### src/rtl/cs_rr_arbiter.sv
// Round-robin arbiter sharing one 3-to-8 active-low chip-select decoder among 8 requesters.
// Drives the decoder select/enable and mirrors the decoded active-low grant vector on Y.
//
// state   | meaning
// IDLE    | no owner; pick the next requester starting at ptr
// GRANT   | owner idx drives the decoder; count hold cycles
// HOLDOFF | one dead cycle between owners
module cs_rr_arbiter #(
    parameter int MAX_HOLD = 16
) (
    input  logic       clk,
    input  logic       rst,
    input  logic [7:0] req,
    output logic       C,
    output logic       B,
    output logic       A,
    output logic       G,
    output logic [7:0] Y,
    output logic       busy,
    output logic       timeout
);

    typedef enum logic [1:0] {IDLE, GRANT, HOLDOFF} state_t;

    localparam bit         HOLD_EN   = (MAX_HOLD != 0);
    localparam logic [7:0] HOLD_LAST = 8'((MAX_HOLD == 0) ? 0 : MAX_HOLD - 1);

    state_t     state, state_nxt;
    logic [2:0] ptr, ptr_nxt;
    logic [2:0] idx, idx_nxt;
    logic [7:0] cnt, cnt_nxt;
    logic       grant_q, grant_nxt;
    logic [7:0] y_q, y_nxt;
    logic       to_q, to_nxt;
    logic [2:0] pick;
    logic [2:0] cand;
    logic       forced;
    logic       release_now;

    // Descending scan so the candidate closest to ptr wins.
    always_comb begin
        pick = ptr;
        cand = ptr;
        for (int k = 7; k >= 0; k--) begin
            cand = ptr + 3'(k);
            if (req[cand]) pick = cand;
        end
    end

    assign forced      = HOLD_EN && (cnt == HOLD_LAST);
    assign release_now = !req[idx] || forced;

    always_comb begin
        state_nxt = state;
        ptr_nxt   = ptr;
        idx_nxt   = idx;
        cnt_nxt   = cnt;
        grant_nxt = grant_q;
        y_nxt     = y_q;
        to_nxt    = 1'b0;
        case (state)
            IDLE: begin
                if (|req) begin
                    idx_nxt   = pick;
                    grant_nxt = 1'b1;
                    y_nxt     = ~(8'b1 << pick);
                    cnt_nxt   = 8'd0;
                    state_nxt = GRANT;
                end
            end
            GRANT: begin
                if (release_now) begin
                    grant_nxt = 1'b0;
                    y_nxt     = 8'hFF;
                    ptr_nxt   = idx + 3'd1;
                    // A release that coincides with req dropping counts as voluntary.
                    to_nxt    = forced && req[idx];
                    state_nxt = HOLDOFF;
                end else if (cnt != 8'hFF) begin
                    cnt_nxt = cnt + 8'd1;
                end
            end
            HOLDOFF: state_nxt = IDLE;
            default: state_nxt = IDLE;
        endcase
    end

    always_ff @(posedge clk or posedge rst) begin
        if (rst) begin
            state   <= IDLE;
            ptr     <= 3'd0;
            idx     <= 3'd0;
            cnt     <= 8'd0;
            grant_q <= 1'b0;
            y_q     <= 8'hFF;
            to_q    <= 1'b0;
        end else begin
            state   <= state_nxt;
            ptr     <= ptr_nxt;
            idx     <= idx_nxt;
            cnt     <= cnt_nxt;
            grant_q <= grant_nxt;
            y_q     <= y_nxt;
            to_q    <= to_nxt;
        end
    end

    assign C       = idx[2];
    assign B       = idx[1];
    assign A       = idx[0];
    assign G       = grant_q;
    assign busy    = grant_q;
    assign Y       = y_q;
    assign timeout = to_q;

endmodule

### config.mk
export PLATFORM = sky130hd
export DESIGN_NAME = cs_rr_arbiter
export DESIGN_NICKNAME = d
export VERILOG_FILES = /design/src/rtl/cs_rr_arbiter.sv
export SDC_FILE = /design/constraint.sdc
export NUM_CORES = 1
export LEC_CHECK = 0
export CAP_MARGIN = 20
export CORE_MARGIN = 2
export CORE_UTILIZATION = 48
export DETAILED_ROUTE_END_ITERATION = 7
export PLACE_DENSITY = 0.7
export SLEW_MARGIN = 20
export SYNTH_ARGS = -nofsm -noshare
export SYNTH_HDL_FRONTEND = slang
export SYNTH_SLANG_ARGS = --single-unit
### constraint.sdc
create_clock -name clk -period 4.05 [get_ports clk]
set_input_delay 0.81 -clock clk [delete_from_list [all_inputs] [get_ports clk]]
set_output_delay 0.81 -clock clk [all_outputs]
set_load 0.02 [all_outputs]
==> results.txt <==
DRT Wirelength = 5.153 mm
# hold bufs at CTS = 0
CTS Root Cell = clkbuf_8
worst endpoint data arrival time = 3.56 ns
# diodes = 0
setup_tns = 0 ns
core outline area = 4354 sq um
largest net degree at the start of global routing = 28
Yosys top cell area share = 20.69%
mapped cell area = 2177 sq um
worst reg2reg path startpoint = ptr[1]
worst slack, placed = 0.7074 ns
WL/cell = 17.35 microns
Post-synth EDFFs = 0
transition time of the tightest slew-check pin = 0.8827 ns
post-synthesis cell count = 225
post-route DRC violation count = 0
CTS sink cnt = 26
HPWL Detailed = 3.831 mm
Clock Path Buffers = 2
Fill cells = 372
crit path kind = reg -> reg
DR vias = 1902
commonest non-fill, non-tap cell in the layout = clkdlybuf4s50_1
hold path endpoint = Y[7]
CP Launch Type = flop
Max-Cap Viols = 0
static leakage = 0.9947 nW
sequential cell area = 660.6 sq um
Finished Core Util = 57.67%
Clk Latency, worst-skew pair = 0.27 ns
Multi-input gate area = 1428 sq um
status = complete, no violations
CP top delay family = multiplexers
pwr/cell area = 907.4 nW/um^2
Max Used Layer = met4
Crit path largest cell delay = 0.70 ns
Worst path slowest cell = ha_1
Synth area leader = dfrtp_1
full die area = 5090 sq um
Layout Nets = 260
CP Max Fanout = 12
worst hold path startpoint = Y[7]
Syn Area/Cell = 9.676 sq um
met3 wire len = 240 microns
drt first pass iters = 4
FMAX = 297.2 MHz
Worst Path Required = 4.25 ns
RSZ-0062 raised after global routing = false
worst-path cell chain = clkinv_1, ha_1, mux4_2, mux2i_1, nor4_1, a2111oi_2, o211ai_1, a31oi_1
CTS tree = done
Setup WS post-layout = 0.6855 ns
r2r worst-path depth = 8
post-CTS sizing = 0
tightest hold margin = 0.5052 ns
Final setup viols = 0
Crit. End Element = flop
Met2 Wirelength = 2.384 mm
post-synthesis register bit count = 26
Worst Skew = 0.004555 ns
GRT Total Usage = 21.49%
Metal-1 WL = 2.448 mm
Distinct cells, synth = 55
Warnings, synthesis = 0
WP buf/inv = 1
via/cell ratio = 6.404
hold path cells = 2
Reg clk slew, reported paths = 0.09 ns
Post CTS Setup Buffer Count = 0
Initial Util = 50.00%
worst hold path type = reg -> reg
die width = 71.35 microns
htree depth = 1
post-synth net total = 239
fin crit share = 83.07%
Placer Congestion = 0.9283
r2r endpoint = Y[1]
vias in the first global route = 1800
Inserted Clock Buffers = 3
antenna viol nets, final = 0
Final Critical Period = 3.364 ns
num rows = 24
Relative slew margins = 40.79%
top_reg_cell synth = dfrtp_1
commonest non-fill, non-tap cells in the layout = 23 x clkdlybuf4s50_1, 20 x nor2_1, 18 x dfrtp_1
Final Hold Viols = 0
Synth-to-Final Area Change = 15.34%
R2R setup slack = 0.69 ns
Detailed Route Iter0 Violations = 134
peak supply drop = 504.1 uV
initial antenna violation count = 0
Top Ports = 24
Die Ht = 71.35 microns
Synth async-reset ratio = 100.0%
Slew Limit Fails = 0
sequential area share after synthesis = 30.34%
PortBufs = 23
layout cell share with drive strength beyond 1 = 17.14%
grt total ovfl = 0
first-pass GRT wire length = 8.845 mm
top cells by area, synth = dfrtp_1 21%, mux4_2 12%, dfstp_2 9.7%, mux2i_1 6.0%, mux2_2 5.2%
cell families after synthesis:
family                     share of synthesized area, %
and+or+nand+nor                                   17.01
AOI/OAI and AO/OA                                 20.40
muxes                                             24.25
DFF                                               30.34
buffers and inverters                             4.080
xor gates and xnor gates                          1.609
adders and majority gates                         2.299
per-layer routing:
metal / GRT usage [%] / up-vias
met1: 32.30 / 913
met3: 3.657 / 8
li1: - / 930
met4: 4.612 / 0
met5: 0 / -
met2: 32.82 / 51
synth_stat cells, types with 3 or more instances:
cell type and count:
a21oi_1 7, a311o_1 3, a31oi_1 11, and3_1 6, buf_2 5, clkbuf_1 3, dfrtp_1 18, dfstp_2 8
ha_1 4, inv_1 8, mux2_2 10, mux2i_1 13, mux4_2 12, nand2_1 13, nand2b_1 3, nand3_1 6
nand4_1 4, nor2_1 20, nor2b_1 4, nor3_1 5, nor4_1 3, o2111ai_1 3, o21ai_0 12, or3_1 5
xor2_1 3
flip-flops by register name, summed over array words and instances (netlist names):
signal,cells
cnt,8
timeout,1
G,1
ptr,3
idx,3
state,2
Y,8
worst min-delay path: stages (launching register included):
cell     delay (ns)
dfstp_2        0.38
nor2_1         0.09
a31oi_1        0.05
cell type report:
type	count	share of cell area [%]
clock buffers	3	1.644
multi-input cells	180	56.85
flip-flops and latches	26	26.31
repair buffers	26	10.06
inverters	9	1.345
well taps	52	2.591
clock inverters	1	1.196
report_power, final:
group | leakage (nW) | total [W] | internal (W) | switching [W]
logic | 0.645 | 0.00162 | 0.000699 | 0.000919
clock network | 0.0357 | 0.000211 | 0.000132 | 0.0000789
registers | 0.314 | 0.000450 | 0.000360 | 0.0000895
total | 0.995 | 0.00228 | 0.00119 | 0.00109
through the flow:
| stage | instance area [sq um] | power [W] | std cells |
|---|---|---|---|
| floorplan | 2177 | 0.001675 | 225 |
| global placement | 2440 | 0.002041 | 293 |
| detailed placement | 2440 | 0.002057 | 293 |
| CTS | 2511 | 0.002278 | 297 |
| global route | 2511 | 0.002465 | 297 |
| finish | 2511 | 0.002279 | 297 |
worst max path at each step:
stage	slack [ns]	to	start	depth (start not counted)
2_1_floorplan	1.22	Y[3]	ptr[1]	9
3_3_place_gp	0.73	Y[1]	req[6]	7
3_5_place_dp	0.71	Y[1]	req[5]	7
4_1_cts	0.73	Y[1]	ptr[1]	8
5_1_grt	0.46	Y[1]	ptr[1]	8
6_report	0.69	Y[1]	ptr[1]	8
No activity file was read; power rests on OpenSTA's default activity.
